## src/rtl/arm_multicycle_controller.sv

```systemverilog
// Multicycle ARM control sequencer: FSM, NZCV flags register and condition check.
// Optional CTRL_PERF_COUNT_EN adds retired-instruction and memory-stall counters.
module arm_multicycle_controller #(
   parameter logic [3:0]  FLAG_RESET = 4'b0000,
   parameter int unsigned STATE_W    = 4
) (
   input  logic               clk,
   input  logic               reset,
   input  logic [19:0]        instruction,
   input  logic [3:0]         ALUFlags,
   input  logic               MemReady,
   output logic               PCWrite,
   output logic               AdrSrc,
   output logic               MemWrite,
   output logic               IRWrite,
   output logic [1:0]         ResultSrc,
   output logic [1:0]         ALUControl,
   output logic               ALUSrcA,
   output logic [1:0]         ALUSrcB,
   output logic [1:0]         ImmSrc,
   output logic               RegWrite,
   output logic [1:0]         RegSrc,
   output logic [3:0]         Flags,
`ifdef CTRL_PERF_COUNT_EN
   output logic [31:0]        InstrCount,
   output logic [31:0]        StallCount,
`endif
   output logic [STATE_W-1:0] State
);

   typedef enum logic [3:0] {
      FETCH  = 4'd0,
      DECODE = 4'd1,
      MEMADR = 4'd2,
      MEMRD  = 4'd3,
      MEMWB  = 4'd4,
      MEMWR  = 4'd5,
      EXECR  = 4'd6,
      EXECI  = 4'd7,
      ALUWB  = 4'd8,
      BRANCH = 4'd9
   } state_t;

   state_t state, next;

   logic [3:0] cond;
   logic [1:0] op;
   logic [5:0] funct;
   logic [3:0] rd;
   logic [3:0] cmd;
   logic       i_bit, s_bit;

   assign cond  = instruction[19:16];
   assign op    = instruction[15:14];
   assign funct = instruction[13:8];
   assign rd    = instruction[3:0];
   assign i_bit = funct[5];
   assign cmd   = funct[4:1];
   assign s_bit = funct[0];

   // Data-processing command decode; invalid commands behave as NOPs.
   logic [1:0] alu_op;
   logic       cmd_valid, cmd_wr, cmd_cmp;
   always_comb begin
      alu_op    = 2'b00;
      cmd_valid = 1'b1;
      cmd_wr    = 1'b1;
      cmd_cmp   = 1'b0;
      case (cmd)
         4'b0100: alu_op = 2'b00;
         4'b0010: alu_op = 2'b01;
         4'b0000: alu_op = 2'b10;
         4'b1100: alu_op = 2'b11;
         4'b1010: begin
            alu_op  = 2'b01;
            cmd_wr  = 1'b0;
            cmd_cmp = 1'b1;
         end
         default: begin
            cmd_valid = 1'b0;
            cmd_wr    = 1'b0;
         end
      endcase
   end

   logic n, z, c, v, cond_ex;
   assign {n, z, c, v} = Flags;

   always_comb begin
      cond_ex = 1'b0;
      case (cond)
         4'h0: cond_ex = z;
         4'h1: cond_ex = !z;
         4'h2: cond_ex = c;
         4'h3: cond_ex = !c;
         4'h4: cond_ex = n;
         4'h5: cond_ex = !n;
         4'h6: cond_ex = v;
         4'h7: cond_ex = !v;
         4'h8: cond_ex = c && !z;
         4'h9: cond_ex = !c || z;
         4'hA: cond_ex = (n == v);
         4'hB: cond_ex = (n != v);
         4'hC: cond_ex = !z && (n == v);
         4'hD: cond_ex = z || (n != v);
         4'hE: cond_ex = 1'b1;
         default: cond_ex = 1'b0;
      endcase
   end

   always_ff @(posedge clk or negedge reset) begin
      if (!reset) state <= FETCH;
      else        state <= next;
   end

   // Next state and per-state control outputs.
   always_comb begin
      next       = FETCH;
      PCWrite    = 1'b0;
      AdrSrc     = 1'b0;
      MemWrite   = 1'b0;
      IRWrite    = 1'b0;
      RegWrite   = 1'b0;
      ResultSrc  = 2'b00;
      ALUControl = 2'b00;
      ALUSrcA    = 1'b0;
      ALUSrcB    = 2'b00;
      case (state)
         FETCH: begin
            ALUSrcA   = 1'b1;
            ALUSrcB   = 2'b10;
            ResultSrc = 2'b10;
            IRWrite   = MemReady;
            PCWrite   = MemReady;
            next      = MemReady ? DECODE : FETCH;
         end
         DECODE: begin
            ALUSrcA = 1'b1;
            ALUSrcB = 2'b10;
            if (cond_ex) begin
               case (op)
                  2'b00:   next = i_bit ? EXECI : EXECR;
                  2'b01:   next = MEMADR;
                  2'b10:   next = BRANCH;
                  default: next = FETCH;
               endcase
            end
         end
         EXECR, EXECI: begin
            ALUSrcB    = (state == EXECI) ? 2'b01 : 2'b00;
            ALUControl = alu_op;
            next       = cmd_wr ? ALUWB : FETCH;
         end
         ALUWB: begin
            RegWrite = 1'b1;
            PCWrite  = (rd == 4'd15);
         end
         MEMADR: begin
            ALUSrcB = 2'b01;
            next    = s_bit ? MEMRD : MEMWR;
         end
         MEMRD: begin
            AdrSrc = 1'b1;
            next   = MemReady ? MEMWB : MEMRD;
         end
         MEMWB: begin
            ResultSrc = 2'b01;
            RegWrite  = 1'b1;
            PCWrite   = (rd == 4'd15);
         end
         MEMWR: begin
            AdrSrc   = 1'b1;
            MemWrite = 1'b1;
            next     = MemReady ? FETCH : MEMWR;
         end
         BRANCH: begin
            ALUSrcB   = 2'b01;
            ResultSrc = 2'b10;
            PCWrite   = 1'b1;
         end
         default: next = FETCH;
      endcase
      // Strobes are held off while reset is asserted, even in FETCH.
      if (!reset) begin
         PCWrite  = 1'b0;
         IRWrite  = 1'b0;
         MemWrite = 1'b0;
         RegWrite = 1'b0;
      end
   end

   assign ImmSrc = op;
   assign RegSrc = {(op == 2'b01) && !s_bit, op == 2'b10};
   assign State  = STATE_W'(state);

   // Flags captured leaving EXECR/EXECI; logical ops only touch N and Z.
   logic flag_upd;
   assign flag_upd = ((state == EXECR) || (state == EXECI)) && cmd_valid && (s_bit || cmd_cmp);

   always_ff @(posedge clk or negedge reset) begin
      if (!reset) begin
         Flags <= FLAG_RESET;
      end else if (flag_upd) begin
         if (!alu_op[1]) Flags      <= ALUFlags;
         else            Flags[3:2] <= ALUFlags[3:2];
      end
   end

`ifdef CTRL_PERF_COUNT_EN
   logic stall_cyc;
   assign stall_cyc = ((state == FETCH) || (state == MEMRD) || (state == MEMWR)) && !MemReady;

   always_ff @(posedge clk or negedge reset) begin
      if (!reset) begin
         InstrCount <= 32'd0;
         StallCount <= 32'd0;
      end else begin
         if ((state != FETCH) && (next == FETCH)) InstrCount <= InstrCount + 32'd1;
         if (stall_cyc)                           StallCount <= StallCount + 32'd1;
      end
   end
`endif

endmodule

```

## config.mk

```make
export PLATFORM = sky130hd
export DESIGN_NAME = arm_multicycle_controller
export DESIGN_NICKNAME = d
export VERILOG_FILES = /design/src/rtl/arm_multicycle_controller.sv
export SDC_FILE = /design/constraint.sdc
export NUM_CORES = 1
export LEC_CHECK = 0
export ABC_AREA = 1
export CELL_PAD_IN_SITES_DETAIL_PLACEMENT = 1
export CELL_PAD_IN_SITES_GLOBAL_PLACEMENT = 2
export CORE_MARGIN = 1
export CORE_UTILIZATION = 26
export CTS_BUF_LIST = sky130_fd_sc_hd__clkbuf_2
export CTS_CLUSTER_SIZE = 30
export DETAILED_ROUTE_END_ITERATION = 10
export DONT_BUFFER_PORTS = 1
export HOLD_SLACK_MARGIN = 0.06
export PLACE_DENSITY = 0.78
export SYNTH_ARGS = -nofsm -noshare
export SYNTH_HDL_FRONTEND = slang
export SYNTH_SLANG_ARGS = --single-unit
```

## constraint.sdc

```tcl
create_clock -name clk -period 1.4 [get_ports clk]
set_input_delay 0.42 -clock clk [delete_from_list [all_inputs] [get_ports clk]]
set_output_delay 0.42 -clock clk [all_outputs]
set_load 0.03 [all_outputs]
```

==> results of run 1 <==
==> where the power goes <==
group          internal [mW]  switching [mW]
Clock                 0.0760          0.0784
Sequential             0.316          0.0981
Combinational          0.856            1.16
Total                   1.25            1.34
==> worst max-delay path: stages (launching register included) <==
cell	delay, ns
dfrtp_2	0.45
inv_2	0.09
nand2_4	0.08
nor2_4	0.13
inv_4	0.06
o211ai_1	0.23
buf_4	0.21
==> Yosys cell counts <==
cell      count
dfrtp_1       8
nand3b_1      1
nand4_1       2
o21ai_0       7
a31oi_1       1
nor2_2        1
o22ai_1       1
nor3b_1       1
inv_2         2
nor3_1        5
o21ai_2       1
nand3_1      14
nand2_1      40
inv_1        25
nor2_1       25
and3_1        1
a21oi_2       1
buf_4         2
o211ai_1      2
a21boi_0      1
nor2_4        1
a21oi_1       6
==> flip-flops by register name, summed over array words and instances, names as in the netlist <==
name / cells
Flags: 4
State: 4
==> placed cells by master (no fill, tap or decap), drive strengths merged <==
master       instances
buf                 45
nand2               40
inv                 27
nor2                27
nand3               14
dfrtp                8
o21ai                8
a21oi                7
nor3                 5
clkbuf               4
o211ai               2
nand4                2
nand3b               1
a21boi               1
o22ai                1
nor3b                1
and3                 1
a31oi                1
dlygate4sd3          1
==> cell families after synthesis <==
| group | count (synthesis) | synth area share (%) |
|---|---|---|
| buffers and inverters | 29 | 14.1 |
| flip-flops | 8 | 24.3 |
| AND/OR/NAND/NOR | 91 | 47.3 |
| AO/OA/AOI/OAI | 20 | 14.3 |
==> timing repair <==
action                                  4_1_cts  5_1_grt
pin swaps                                    11       11
hold buffers                                  1        0
endpoints found under the setup margin       17       20
buffers inserted                              5        9
resized for setup                            20       41
endpoints found under the hold margin         8        0
==> metrics by stage <==
step | instance area (um2) | setup slack, ns
floorplan | 882 | -0.367
global placement | 1170 | -0.201
detailed placement | 1170 | -0.248
CTS | 1300 | -0.436
global route | 1510 | -0.592
finish | 1510 | -0.508
==> final timing paths <==
check / from / end
hold reg to reg: Flags[0] / Flags[0]
max in group asynchronous: reset / State[3]
setup / recovery: State[3] / ALUSrcB[0]
setup reg to reg: State[2] / State[0]
hold / removal: ALUFlags[1] / Flags[1]
min in group asynchronous: reset / State[0]
==> area by class of cell <==
cell class              count  area (um2)  area share, %
multi-input cells         111         718           47.5
repair buffers             46         404           26.7
flip-flops and latches      8         205           13.6
inverters                  27         109           7.20
well taps                  44        55.1           3.64
clock buffers               4        20.0           1.32
==> layer usage <==
| layer | vias to the layer above | GRT usage, % | routed length (um) |
|---|---|---|---|
| met4 | 0 | 4.08 | 25 |
| met5 | - | 0 | 0 |
| met3 | 2 | 3.96 | 179 |
| met1 | 573 | 21.5 | 1350 |
| li1 | 572 | - | - |
| met2 | 41 | 35.3 | 1790 |
==> results_dict.tcl, run 1 <==
set metrics [dict create \
    power.density_nw_per_um2 1710 \
    overflow 0 \
    syn_avg_cell_area_um2 5.57 \
    coreArea_um2 3030 \
    dp_cells 223 \
    io_pins 51 \
    critical_path_peak_fanout 4 \
    reg2reg_depth 9 \
    remaining_drc_errors 0 \
    worstMarginPinSlew_ns 0.366 \
    whs_ns 0.312 \
    die_w_um 58.3 \
    dieArea_um2 3400 \
    dp_hpwl_mm 2.43 \
    syn_area_um2 825 \
    fin_skew_ns 0.000901 \
    slew_violations 0 \
    synth-seq-area-share_pct 24.3 \
    violations "negative setup slack" \
    crit_type "reg -> out" \
    drive_gt1_share_pct 47.4 \
    p_leak_nw 0.712 \
    io_buffers 0 \
    antenna_found_initial 0 \
    die_h_um 58.3 \
    slew_headroom_pct 75.5 \
    setup_viol 17 \
    viasPerCell 4.95 \
    start_util_pct 27.2 \
    worstPathRequired_ns 0.98 \
    rsz0062_at_grt "yes" \
    synth_seq_cells 8 \
    reg2reg_slack_ns -0.05 \
    cts_tree "done" \
    hp-class "in -> reg" \
    area_growth_pct 83.3 \
    cts_root_buffer "clkbuf_2" \
    cp.arrival_ns 1.49 \
    period_share_pct 136 \
    cts_buffer_depth 2 \
    clk_latency_ns 0.23 \
    placementRows 20 \
    maxCapViolCount 0 \
    yosys-top-cells-area "dfrtp_1 (24%), nand2_1 (18%), inv_1 (11%)" \
    drt_iter0_drc 41 \
    synth_area_leader_cell "dfrtp_1" \
    grtUsageTotal_pct 18.7 \
    antenna_left 0 \
    cts.clk_slew.worst_paths_ns 0.08 \
    grt_pass1_wl_mm 4.94 \
    ys_warn_count 0 \
    period_needed_ns 1.91 \
    n_fill_cell 399 \
    worstSetupEndpointType "output pin" \
    syn_inst 148 \
    grt_pass1_vias 1161 \
    ys_types 22 \
    hold_viol_final 0 \
    cts.sinks 8 \
    drtPass1Iterations 4 \
    syn_nets 175 \
    vias 1188 \
    instances_no_fill 240 \
    synth_top_area_share_pct 24.3 \
    cts_buffers 3 \
    wire_per_inst_um 13.9 \
    setup_slack_ns -0.508 \
    tns_ns -4.53 \
    ir_drop_mv 0.735 \
    p_total_mw 2.59 \
    num_antenna_cells 0 \
    critPathLaunchType "flip-flop" \
    final_core_util_pct 49.9 \
    cts_max_level 1 \
    final_nets 224 \
    hold_path_depth 2 \
    fmax_mhz 524 \
    status "complete, but fails checks" \
    grt_max_degree 9 \
    wirelength_mm 3.34 \
    place.gp.congestion 0.806 \
]
Power figures use the tool's default switching activity.
==> inputs of run 2 (changes only) <==
- CORE_UTILIZATION: 26 -> 31
- PLACE_DENSITY: 0.78 -> 0.87
- clock period: 1.4 -> 2.33 ns (I/O delays scaled with it)
==> run 2 against run 1 <==
  * The run now ends clean
  * Setup slack improved by 0.63 ns
  * Clock skew rose by 0.0070 ns
  * Sequential power decreased by 32%
  * Via count fell by 14%
  * First-iteration DRC count fell by 66%
  * Sequential share of layout area rose by 5.6 points
  * Total power down 59%
  * Cell count fell by 18%
  * Die area decreased by 16%
  * Largest cell class unchanged
  * Largest power group unchanged
  * Highest routed layer is now met3
==> results_dict.tcl, run 2 (synthesized netlist as in run 1, its figures left out) <==
set metrics [dict create \
    maxCapViolCount 0 \
    slew_violations 0 \
    vias 1027 \
    grt_max_degree 10 \
    dp_slack_ns 0.196 \
    cts.sinks 8 \
    clk_latency_ns 0.23 \
    p_leak_nw 0.558 \
    cts.clk_slew.worst_paths_ns 0.08 \
    p_comb_share_pct 65.8 \
    worstPathRequired_ns 1.63 \
    slew_headroom_pct 75.2 \
    viasPerCell 5.21 \
    final_core_util_pct 41.7 \
    die_h_um 53.6 \
    worstSetupEndpointType "output pin" \
    cts_root_buffer "clkbuf_2" \
    grtUsageTotal_pct 18.4 \
    cts_hold_buf 0 \
    drtPass1Iterations 3 \
    drt_iter0_drc 14 \
    power.density_nw_per_um2 1010 \
    most-common-layout-cells "nand2_1 (38), inv_1 (23), nor2_1 (23)" \
    antenna_left 0 \
    start_util_pct 33.0 \
    remaining_drc_errors 0 \
    wire_per_inst_um 12.7 \
    final_nets 196 \
    place.gp.congestion 0.800 \
    p_total_mw 1.06 \
    antenna_found_initial 0 \
    tns_ns 0 \
    cts_buffer_depth 2 \
    io_buffers 0 \
    period_needed_ns 2.21 \
    critical_path_peak_fanout 4 \
    clkPwrFrac_pct 7.6 \
    io_pins 51 \
    dp_cells 194 \
    worstMarginPinSlew_ns 0.373 \
    overflow 0 \
    p_int_uw 443 \
    cts_max_level 1 \
    seqPwrFrac_pct 26.6 \
    grt_pass1_vias 938 \
    grt_pass1_wl_mm 3.87 \
    die_w_um 53.6 \
    period_share_pct 95.0 \
    wirelength_mm 2.50 \
    area_growth_pct 26.6 \
    coreArea_um2 2500 \
    cts_tree "done" \
    placementRows 18 \
    cts_buffers 3 \
    hold_viol_final 0 \
    dieArea_um2 2870 \
    crit_type "reg -> out" \
    instances_no_fill 197 \
    p_switching_uw 617 \
    dp_hpwl_mm 2.13 \
    hp-class "in -> async" \
    ir_drop_mv 0.650 \
    switching_share_pct 58.2 \
    num_antenna_cells 0 \
    drive_gt1_share_pct 21.0 \
    critPathLaunchType "flip-flop" \
    fin_skew_ns 0.00794 \
    layout_commonest_cell "nand2_1" \
    setup_slack_ns 0.117 \
    setup_viol 0 \
    fmax_mhz 452 \
    cp.arrival_ns 1.51 \
    status "completed" \
]
==> run 2: cell types whose count changed in the layout (fill, tap and decap cells not counted), moves of 4 or more <==
cell / previous run / this run
nor2_4: 10 / 2
buf_6: 15 / 2
o21ai_0: 3 / 7
nand2_1: 34 / 38
buf_4: 30 / 16
dfrtp_1: 4 / 8
o21ai_1: 4 / 0
inv_1: 18 / 23
nor2_1: 16 / 23
dfrtp_2: 4 / 0
==> run 2: power groups by stage <==
stage	Combinational, mW	Clock (mW)	Sequential, mW
2_1_floorplan	0.406	0	0.326
3_3_place_gp	0.640	0	0.283
3_5_place_dp	0.659	0	0.283
4_1_cts	0.661	0.0856	0.280
5_1_grt	0.761	0.0945	0.289
6_report	0.697	0.0806	0.282
==> run 2: layout make-up <==
type / count / area, um2
fillers: 363 / 1460
multi-input cells: 111 / 544
inverters: 27 / 104
well taps: 30 / 37.5
repair buffers: 18 / 143
clock buffers: 3 / 15.0
flip-flops and latches: 8 / 200
==> run 2: per-stage QoR <==
step	area (um2)	hold WS [ns]
after CTS	1000	0.137
after global placement	985	0.404
after floorplan	827	0.403
after detailed placement	985	0.404
after global routing	1040	0.113
final	1040	0.152
==> run 2: routing by layer <==
metal | share of wire (%) | global-route usage, %
met1 | 41 | 21.8
met5 | 0 | 0
met4 | 0 | 3.95
met2 | 52 | 32.9
met3 | 7.2 | 4.80
==> run 2: worst paths after layout <==
path | startpoint | end | slack, ns | cells past startpoint
worst min-delay path | reset | Flags[2] | 0.15 | 0
min in group clk | ALUFlags[1] | Flags[1] | 0.60 | 2
max in group asynchronous | reset | State[0] | 2.10 | 0
worst max-delay path | State[3] | PCWrite | 0.12 | 7
worst max register to register | Flags[0] | State[0] | 0.75 | 9
worst min register to register | State[1] | State[3] | 0.77 | 4
==> run 2: what timing repair did <==
action                                  4_1_cts  5_1_grt
gates resized for setup                       0       13
setup buffers                                 0        0
endpoints found under the setup margin        0        2
==> run 2: critical path: stages, from the launching register on <==
cell and delay [ns]:
dfrtp_1 0.40, buf_6 0.16, inv_4 0.06, nand2_4 0.07
a21oi_4 0.17, nand3_2 0.08, a31oi_1 0.17, buf_4 0.18
